`config.mk`:
```
export PLATFORM = sky130hd
export DESIGN_NAME = imem_loader
export DESIGN_NICKNAME = d
export VERILOG_FILES = /design/src/rtl/imem_loader.sv
export SDC_FILE = /design/constraint.sdc
export NUM_CORES = 1
export LEC_CHECK = 0
export BUFFER_PORTS_ARGS = -buffer_cell sky130_fd_sc_hd__buf_4
export CAP_MARGIN = 20
export CORE_MARGIN = 2
export CORE_UTILIZATION = 35
export CTS_CLUSTER_SIZE = 28
export DETAILED_ROUTE_END_ITERATION = 8
export SETUP_SLACK_MARGIN = 0.5
export SKIP_LAST_GASP = 1
export SYNTH_ARGS = -nofsm -noshare
export SYNTH_HDL_FRONTEND = slang
export SYNTH_SLANG_ARGS = --single-unit
```
`constraint.sdc`:
```
create_clock -name clk -period 5.3 [get_ports clk]
set_input_delay 1.59 -clock clk [delete_from_list [all_inputs] [get_ports clk]]
set_output_delay 1.59 -clock clk [all_outputs]
set_load 0.02 [all_outputs]
```
`src/rtl/imem_loader.sv`:
```
// imem_loader: boot-time program loader for the instruction memory.
// Accepts a framed byte stream (SYNC, LEN, LEN*4 payload bytes MSB-first, CHK),
// writes big-endian 32-bit words from word address 0 upward, and holds the
// core in reset until a whole frame has passed its XOR checksum.
//
// Ports:
//   clk        system clock, rising edge
//   reset      synchronous, active-high
//   s_valid    stream byte valid
//   s_data     stream byte
//   s_ready    loader can take a byte (decoded from state only)
//   wr_en      instruction-memory write strobe, one cycle per word
//   wr_addr    word address of the write
//   wr_data    word being written
//   cpu_reset  core reset hold, drops once a frame is verified
//   done       frame loaded and verified (sticky until reset)
//   err        last frame rejected (sticky until the next SYNC)
module imem_loader #(
    parameter int unsigned ADDR_W = 6,
    parameter logic [7:0]  SYNC   = 8'hA5
) (
    input  logic              clk,
    input  logic              reset,
    input  logic              s_valid,
    input  logic [7:0]        s_data,
    output logic              s_ready,
    output logic              wr_en,
    output logic [ADDR_W-1:0] wr_addr,
    output logic [31:0]       wr_data,
    output logic              cpu_reset,
    output logic              done,
    output logic              err
);

    // One extra bit so a full-memory frame (LEN = 2^ADDR_W) fits.
    localparam int unsigned LEN_W   = ADDR_W + 1;
    localparam int unsigned MAX_LEN = 1 << ADDR_W;

    typedef enum logic [2:0] {
        S_IDLE,
        S_LEN,
        S_DATA,
        S_CHK,
        S_DONE,
        S_ERR
    } state_t;

    state_t state;
    state_t state_nxt;

    logic [7:0]       acc;
    logic [LEN_W-1:0] len;
    logic [LEN_W-1:0] word_cnt;
    logic [1:0]       byte_cnt;
    logic [23:0]      word_sr;   // first three bytes of the word being assembled

    logic accept;
    logic is_sync;
    logic len_bad;
    logic last_byte;
    logic last_word;

    assign accept    = s_valid & s_ready;
    assign is_sync   = (s_data == SYNC);
    assign len_bad   = (s_data == 8'd0) || (32'(s_data) > MAX_LEN);
    assign last_byte = (byte_cnt == 2'd3);
    assign last_word = (word_cnt == len - LEN_W'(1));

    // State register.
    always_ff @(posedge clk) begin
        if (reset) begin
            state <= S_IDLE;
        end else begin
            state <= state_nxt;
        end
    end

    // Next-state logic.
    always_comb begin
        state_nxt = state;
        unique case (state)
            S_IDLE: if (accept && is_sync) state_nxt = S_LEN;
            S_LEN:  if (accept) state_nxt = len_bad ? S_ERR : S_DATA;
            S_DATA: if (accept && last_byte && last_word) state_nxt = S_CHK;
            S_CHK:  if (accept) state_nxt = (s_data == acc) ? S_DONE : S_ERR;
            S_DONE: state_nxt = S_DONE;
            S_ERR:  if (accept && is_sync) state_nxt = S_LEN;
            default: state_nxt = S_IDLE;
        endcase
    end

    // Output decode: ready in every state except DONE, independent of s_valid.
    always_comb begin
        s_ready = 1'b1;
        if (state == S_DONE) begin
            s_ready = 1'b0;
        end
    end

    // Datapath and registered outputs.
    always_ff @(posedge clk) begin
        if (reset) begin
            acc       <= 8'd0;
            len       <= '0;
            word_cnt  <= '0;
            byte_cnt  <= 2'd0;
            word_sr   <= 24'd0;
            wr_en     <= 1'b0;
            wr_addr   <= '0;
            wr_data   <= 32'd0;
            cpu_reset <= 1'b1;
            done      <= 1'b0;
            err       <= 1'b0;
        end else begin
            wr_en <= 1'b0;
            if (accept) begin
                unique case (state)
                    S_IDLE, S_ERR: begin
                        if (is_sync) begin
                            acc      <= 8'd0;
                            word_cnt <= '0;
                            byte_cnt <= 2'd0;
                            err      <= 1'b0;
                        end
                    end
                    S_LEN: begin
                        if (len_bad) begin
                            err <= 1'b1;
                        end else begin
                            len <= LEN_W'(s_data);
                            acc <= s_data;
                        end
                    end
                    S_DATA: begin
                        acc      <= acc ^ s_data;
                        byte_cnt <= byte_cnt + 2'd1;
                        word_sr  <= {word_sr[15:0], s_data};
                        if (last_byte) begin
                            wr_en    <= 1'b1;
                            wr_addr  <= word_cnt[ADDR_W-1:0];
                            wr_data  <= {word_sr, s_data};
                            word_cnt <= word_cnt + LEN_W'(1);
                        end
                    end
                    S_CHK: begin
                        if (s_data == acc) begin
                            done      <= 1'b1;
                            cpu_reset <= 1'b0;
                        end else begin
                            err <= 1'b1;
                        end
                    end
                    default: ;
                endcase
            end
        end
    end

endmodule

```
======== After elaboration in Yosys (flattened, before gate mapping) ========
Index checks and enable logic that the tools add are counted.
word-level totals
  register bits ........................... 93
  latch bits .............................. 0
  memory bits (writable) .................. 0
  bits in read-only memories .............. 0
  bits of input ports ..................... 11
  output and inout port bits .............. 43
  logic and storage cells ................. 80
  memories ................................ 0
cells by class
  add/subtract/negate cells ............... 3
  multiply operators ...................... 0
  divide/modulo/power cells ............... 0
  $lt $le $gt $ge ......................... 1
  eq/ne operators ......................... 18
  shift-type cells ........................ 0
  muxes and demuxes ....................... 21
  bitwise operators ....................... 5
  reductions and logical operators ........ 20
operator list
  cell                                                                      number
  8-bit one-hot mux with 3 select lines                                     1
  8-bit 2-to-1 mux                                                          2
  3-bit 2-to-1 mux                                                          5
  3-bit one-hot mux with 5 select lines                                     1
  7-bit 2-to-1 mux                                                          2
  2-bit inequality test (second input constant)                             7
  7-bit one-hot mux with 2 select lines                                     1
  3-bit AND reduction                                                       4
  4-bit AND reduction                                                       3
  8-bit equality test                                                       1
  8-bit equality test (second input constant)                               1
  8-bit by 7-bit > comparator with 1-bit output (second input constant)     1
  8-bit zero test                                                           1
  8-bit XOR                                                                 1
  7-bit by 1-bit adder with 7-bit output (second input constant)            1
  7-bit equality test                                                       1
  7-bit by 1-bit subtractor with 7-bit output (second input constant)       1
  3-bit by 2-bit equality test with 1-bit output (second input constant)    2
  3-bit equality test (second input constant)                               2
  1-bit 2-to-1 mux                                                          6
  3-bit nonzero test                                                        2
  5-bit AND reduction                                                       1
  2-bit by 1-bit inequality test with 1-bit output (second input constant)  2
  2-bit one-hot mux with 2 select lines                                     1
  other kinds (14)                                                          18

======== Logic depth before layout (Yosys ltp) ========
Gate-level depths: netlist (run 1).
  depth in word-level cells ............... 7
  mapped depth ............................ 8
  depth with buffers taken out ............ 7

======== Least setup slack after synthesis (run 1) ========
No wires, ideal clock.
  kind .................................... input to register
  from .................................... input port s_data[3]
  to ...................................... register word_cnt[6]
  arrival ................................. 3.105 ns
  data required time ...................... 5.230 ns
  path slack .............................. 2.125 ns
  stages .................................. 7
  path through ............................ buf_6 > nor3_1 > nand3_1 > o221a_2 > clkbuf_1 > or3_1 > a21oi_1
between the ends
  cells in the longest elaborated chain, start to end .. 3
RTL lines
  item                                                               RTL line  text
  start, declared                                                    25        input logic [7:0] s_data,
  8-bit equality test                                                64        assign is_sync = (s_data == SYNC);
  2-bit by 1-bit inequality test with 1-bit output (no source line)  --
  4-bit AND reduction (no source line)                               --
  end signal, assigned                                               142       word_cnt <= word_cnt + LEN_W'(1);
  end, declared                                                      53        logic [LEN_W-1:0] word_cnt;
No other way between the ends.
A chain may end at the register's enable or synchronous reset.

======== Worst setup path in the final report (run 1) ========
  from .................................... register state[2]
  to ...................................... output port s_ready
between the ends
  cells in the longest elaborated chain, start to end .. 2
RTL lines
  item                    RTL line  text
  start, declared         48        state_t state;
  start signal, assigned  74        state <= state_nxt;
  3-bit equality test     95        if (state == S_DONE) begin
  1-bit 2-to-1 mux        95
  end, declared           26        output logic s_ready,
No other way between the ends.

==> impl_results.md, run 1 <==
* Status: complete, no violations
* Sw Ratio at roughly 29%
* Crit Path Max Fanout at 13
* Sink Count at 93
* Asr flop ratio synth at 0%
* CTS root buf: clkbuf_16
* Num rows at 39
* Most frequent cells in the layout: nand2_1, dfxtp_1, a21oi_1, buf_4, o21ai_0
* Final setup violation count at 0
* Worst Path Required at between 3 and 4 ns
* Antenna Nets Post-Route at 0
* Worst Skew at between 0.004 and 0.005 ns
* Synthesized area at just over 4000 um^2
* Die area at between 10000 and 15000 um^2
* FF+latch count, synth at 93
* Placed cell areas at between 4000 and 5000 um^2
* Hold WC Path Type: flop to flop
* WL/cell at 15.2 um
* Clock period minus worst slack at 3.19 ns
* Syn Area/Cell at roughly 8 um^2
* # port buffers at 53
* Largest net degree at the start of global routing at 63
* # hold bufs at CTS at 0
* Max Transition Viols Final at 0
* Psw at between 400 and 500 uW
* Sequential power share at 45.4%
* YS warnings at 0
* Final Instance Area at about 4800 um^2
* Worst endpoint data arrival time at ~1.6 ns
* Synth unique cells at between 50 and 60
* Layout cells sized above 1 at 15.3%
* Via count at 3638
* Skew-Pair Late Insertion Delay at around 0.34 ns
* Number of global-route vias before repair at about 3500
* Synth Flop Type: dfxtp_1
* Initial DRC count at between 200 and 250
* Drt pass-1 iters at 5
* Initial antenna violation count at 0
* RSZ-0062 raised after global routing: no
* Commonest non-fill, non-tap cell in the layout: nand2_1
* Pwr Density at roughly 350 nW/um^2
* Syn_nets at around 530
* Area growth syn-to-layout at 15.8%
* Leakage Power at around 0.0017 uW
* Die X at between 100 and 150 um
* Rel. slew slack at roughly half
* Initial Util at a little over a third
* Gr ovfl total at 0
* Post-CTS setup buffer count at 0
* Kind of critical path: flop to output pin
* Routed vias/inst at 5.26
* DP HPWL at about 6.9 mm
* Synth top area share at 44.9%
* Gpl congestion at about 0.89
* TritonCTS clock tree: built
* Largest stage delay, worst path at around 0.57 ns
* Number of max-cap violations at 0
* Top post-synthesis cells by area: dfxtp_1, nand2_1, a21oi_1, o21ai_0, xnor2_1
* Placeable Area at 11500 um^2
* Area leader, netlist: dfxtp_1
* Remaining DRCs at 0
* Final Cycle Share at about three fifths
* Worst-path cell chain: or3b_2 -> buf_4
* Die span in y at around 110 um
* Worst vdd ir at 0.000165 V
* Internal Power at 1190 uW
* Bufs on Longest Clock Path at 2
* Critical path endpoint category: output pin
* First-pass GRT wire length at around 18 mm
* Endpoints failing hold at 0
* Slowest-stage cell, CP: dfxtp_1
* Htree depth at 3
* Routed Wire Length at approximately 10 mm
* Clock slew at reported path FFs at about 0.070 ns
* Io pins at 54
* TNS Setup at 0 ns
* Post-synth EDFFs at 0
* Cells after Synth at 520
* Worst-Margin Slew at 0.771 ns
* Sequential element share of the synthesized area at approximately 45%
* Crit start category: flop
* CTS resizes at 0
* Ant. Diodes at 0
* Total track usage at between 10% and 20%
* Max frequency at about 0.31 GHz
* Clock power share at between 40% and 50%
* Nets@finish at around 560
* Total CTS buffers at 9
* Comb power frac at 14.3%
-- worst paths after layout --
kind / end / from / depth (start not counted) / slack (ns)
worst max register to register: len[0]$_SDFFE_PP0P_ / state[0]$_SDFFE_PP0P_ / 5 / 2.89
worst min register to register: done$_SDFFE_PP0P_ / done$_SDFFE_PP0P_ / 2 / 0.45
worst min-delay path: done$_SDFFE_PP0P_ / done$_SDFFE_PP0P_ / 2 / 0.45
worst max-delay path: s_ready / state[2]$_SDFFE_PP0P_ / 2 / 2.11
-- power groups by stage --
stage / clock network (uW) / registers [uW] / logic, uW
after global placement: 0 / 771 / 228
final: 674 / 758 / 238
after floorplan: 0 / 753 / 207
after global routing: 719 / 763 / 267
after CTS: 691 / 756 / 237
after detailed placement: 0 / 772 / 234
-- cell families after synthesis --
| group | Yosys count | share of synthesized area (%) |
|---|---|---|
| muxes | 7 | 1.69 |
| AOI/OAI and AO/OA | 139 | 19.6 |
| buffers and inverters | 60 | 7.79 |
| adders and majority gates | 4 | 1.15 |
| DFF | 93 | 44.9 |
| and+or+nand+nor | 203 | 21.9 |
| xor gates and xnor gates | 14 | 2.96 |
-- routing by layer --
| metal | track usage [%] | vias up | part of all wire [%] |
|---|---|---|---|
| li1 | - | 1818 | - |
| met1 | 22.8 | 1695 | 47 |
| met2 | 26.9 | 108 | 46 |
| met3 | 3.91 | 17 | 5.6 |
| met4 | 4.80 | 0 | 1.5 |
| met5 | 0 | - | 0 |
-- flip-flops by register name, indices dropped and copies added, names as in the netlist --
name       cells
wr_data       32
wr_en          1
done           1
len            7
byte_cnt       2
word_sr       24
state          3
err            1
cpu_reset      1
acc            8
word_cnt       7
wr_addr        6
-- synthesized netlist by cell type, types with 3 or more instances --
master,count
nand2_1,136
dfxtp_1,93
a21oi_1,84
o21ai_0,24
clkbuf_1,22
inv_1,17
nand3_1,15
nor2_1,14
xnor2_1,10
o32ai_1,8
mux2i_1,7
or3_1,6
buf_1,5
buf_6,5
nor3_1,5
xor2_1,4
a211oi_1,3
buf_4,3
ha_1,3
nand4_1,3
nor3b_1,3
or2_2,3
-- per-stage QoR --
step           power (uW)  cells  utilization (%)  worst slack, ns  hold slack, ns
4_1_cts              1680    692             41.9             2.11           0.458
6_report             1670    692             41.9             2.11           0.454
2_1_floorplan         961    520                -             2.12           0.432
3_5_place_dp         1010    676             39.1             1.82           0.447
5_1_grt              1750    692             41.9             1.99           0.472
3_3_place_gp          999    676             39.1             1.93           0.443
-- layout make-up --
cell class | count | area [um^2]
clock buffer | 9 | 225
clock inverter | 7 | 87.6
fill | 1190 | 6670
inverter | 17 | 63.8
multi-input combinational | 367 | 1960
sequential | 93 | 1860
tap | 143 | 179
timing repair buffer | 56 | 420
-- worst max-delay path: cells and delay by family (launching register included) --
family / cells / cell delay (ns)
buffers and inverters: 1 / 0.18
AND/OR/NAND/NOR: 1 / 0.51
flip-flops: 1 / 0.57
(Power assumes the default switching activity.)
==> run 2: changes to the inputs <==
==> constraint.sdc (replaced) <==
create_clock -name clk -period 2.9 [get_ports clk]
set_input_delay 0.87 -clock clk [delete_from_list [all_inputs] [get_ports clk]]
set_output_delay 0.87 -clock clk [all_outputs]
set_load 0.02 [all_outputs]
==> run 2 against run 1 <==
Effect of this change: count of clock-buffer cells in the layout up 3; critical endpoint unchanged; clock power up 51%; sequential power up 83%; worst setup slack worse by 1.5 ns; design area down 0.23%; clock skew up 0.0015 ns.
==> impl_results.md, run 2 (synthesis gave the netlist of run 1 again) <==
* Status: complete, no violations (unchanged)
* Die area at 12700 um^2 (unchanged)
* Skew-Pair Late Insertion Delay at 0.34 ns (about the same)
* Max frequency at ~0.43 GHz
* Worst-Margin Slew at 0.528 ns (was 0.771 ns)
* # port buffers at 53 (unchanged)
* CTS root buf: clkbuf_16 (unchanged)
* Initial Util at 36.2% (unchanged)
* TritonCTS clock tree: built (unchanged)
* # hold bufs at CTS at 0 (unchanged)
* Bufs on Longest Clock Path at 2 (unchanged)
* Max reg flops at 32 (unchanged)
* Endpoints failing hold at 0 (unchanged)
* Area growth syn-to-layout at 15.5% (was 15.8%)
* Number of global-route vias before repair at 3431 (was 3534)
* Largest net degree at the start of global routing at 50 (was 63)
* Tot Pwr at 2860 uW (was 1670 uW)
* Crit start category: flop (unchanged)
* Die span in y at 113 um (unchanged)
* Num rows at 39 (unchanged)
* Biggest regs: wr_data x32, word_sr x24, acc x8 (unchanged)
* Top reg by flops: wr_data (unchanged)
* Max Transition Viols Final at 0 (unchanged)
* Layout cells sized above 1 at 15.9% (was 15.3%)
* Number of max-cap violations at 0 (unchanged)
* Setup slack, reg-to-reg at 0.62 ns (was 2.89 ns)
* DP HPWL at 7.00 mm (was 6.93 mm)
* Htree depth at 3 (unchanged)
* Routed vias/inst at 5.24 (was 5.26)
* Nets@finish at 564 (was 558)
* Delay-heaviest family, CP: simple AND/OR/NAND/NOR gates (was flip-flops)
* RSZ-0062 raised after global routing: no (unchanged)
* Worst vdd ir at 0.000324 V (was 0.000165 V)
* Final setup violation count at 0 (unchanged)
* Most frequent cells in the layout: nand2_1, dfxtp_1, a21oi_1, buf_4, o21ai_0 (unchanged)
* Crit Path Max Fanout at 12 (was 13)
* Total CTS buffers at 9 (unchanged)
* Critical path endpoint category: output pin (unchanged)
* Slowest-stage cell, CP: or3b_2 (was dfxtp_1)
* Kind of critical path: flop to output pin (unchanged)
* Clock slew at reported path FFs at 0.06 ns (was 0.07 ns)
* Total track usage at 16.5% (was 16.8%)
* Worst endpoint data arrival time at 1.43 ns (was 1.60 ns)
* Largest stage delay, worst path at 0.50 ns (was 0.57 ns)
* Hold WC Path Type: flop to flop (unchanged)
* Worst-path cell chain: or3b_2 -> buf_4 (unchanged)
* Placeable Area at 11500 um^2 (unchanged)
* Drt pass-1 iters at 5 (unchanged)
* Sink Count at 93 (unchanged)
* TNS Setup at 0 ns (unchanged)
* FF+latch area at 1860 um^2 (about the same)
* Via count at 3645 (was 3638)
* Antenna Nets Post-Route at 0 (unchanged)
* Worst Path Required at 2.03 ns (was 3.71 ns)
* Die X at 113 um (unchanged)
* Initial DRC count at 243 (was 226)
* Post-CTS setup buffer count at 0 (unchanged)
* Io pins at 54 (unchanged)
* CP bufs+invs at 1 (unchanged)
* Ant. Diodes at 0 (unchanged)
* Pwr Density at 597 nW/um^2 (was 348 nW/um^2)
* Leakage Power at 0.00165 uW (was 0.00166 uW)
* CTS resizes at 2 (was 0)
* Worst Skew at 0.00582 ns (was 0.00428 ns)
* Final core occ at 41.8% (was 41.9%)
* First-pass GRT wire length at 17.0 mm (was 17.5 mm)
* Final Instance Area at 4790 um^2 (was 4800 um^2)
* Footprint of the multi-input gates at 1970 um^2 (was 1960 um^2)
* Fillers at 1182 (was 1190)
* Rel. slew slack at 64.7% (was 48.5%)
* Remaining DRCs at 0 (unchanged)
* Placed cell areas at 4540 um^2 (was 4490 um^2)
* WL/cell at 14.8 um (was 15.2 um)
* Commonest non-fill, non-tap cell in the layout: nand2_1 (unchanged)
* Routed Wire Length at 10.3 mm (was 10.5 mm)
* Final Cycle Share at just under 80%
* Gr ovfl total at 0 (unchanged)
* Initial antenna violation count at 0 (unchanged)
* Gpl congestion at 0.892 (was 0.893)
* Clock period minus worst slack at ~2.3 ns
## run 2: changes by cell type in the layout (fill, tap and decap cells not counted)
cell,before,now
inv_8,2,0
clkinvlp_4,0,1
clkinv_2,0,1
clkbuf_1,0,3
dfxtp_2,0,2
clkinv_4,2,0
bufinv_16,1,0
nor3_1,5,4
buf_4,56,62
inv_6,2,0
dfxtp_1,93,91
nor3_2,0,1
## run 2: area by class of cell
| type | count | area share, % |
|---|---|---|
| Multi-Input combinational cell | 367 | 41.1 |
| Sequential cell | 93 | 38.9 |
| Timing Repair Buffer | 62 | 9.72 |
| Clock buffer | 12 | 4.94 |
| Tap cell | 143 | 3.74 |
| Inverter | 17 | 1.33 |
| Clock inverter | 2 | 0.261 |
## run 2: metal layers
metal  GRT usage (%)  part of all wire, %
met1            22.7                   48
met2            25.4                   45
met3            3.75                  5.3
met4            5.85                  1.7
met5               0                    0
## run 2: where the power goes
group / leakage, uW / switching [uW] / total [uW] / internal (uW)
clock: 0.000119 / 454 / 1020 / 570
combinational: 0.000786 / 272 / 449 / 176
sequential: 0.000751 / 65.0 / 1390 / 1320
total: 0.00165 / 791 / 2860 / 2070
## run 2: worst paths after layout
check                             start             endpoint  cells past startpoint
setup / recovery  state[1]$_SDFFE_PP0P_              s_ready                      2
hold / removal        done$_SDFFE_PP0P_    done$_SDFFE_PP0P_                      2
setup reg to reg  state[0]$_SDFFE_PP0P_  len[1]$_SDFFE_PP0P_                      5
hold reg to reg       done$_SDFFE_PP0P_    done$_SDFFE_PP0P_                      2
## run 2: worst reg2reg max path, cell delays in order (launching register included)
cell and delay (ns):
dfxtp_2 0.46, or3b_1 0.53, a2111o_1 0.50, a21oi_4 0.37
mux2i_1 0.24, nor2_1 0.06
## run 2: metrics by stage
stage | setup WS [ns] | hold slack [ns] | instances
6_report | 0.597 | 0.447 | 696
3_5_place_dp | 0.384 | 0.442 | 682
5_1_grt | 0.538 | 0.473 | 696
3_3_place_gp | 0.385 | 0.438 | 682
2_1_floorplan | 0.514 | 0.432 | 520
4_1_cts | 0.577 | 0.450 | 696
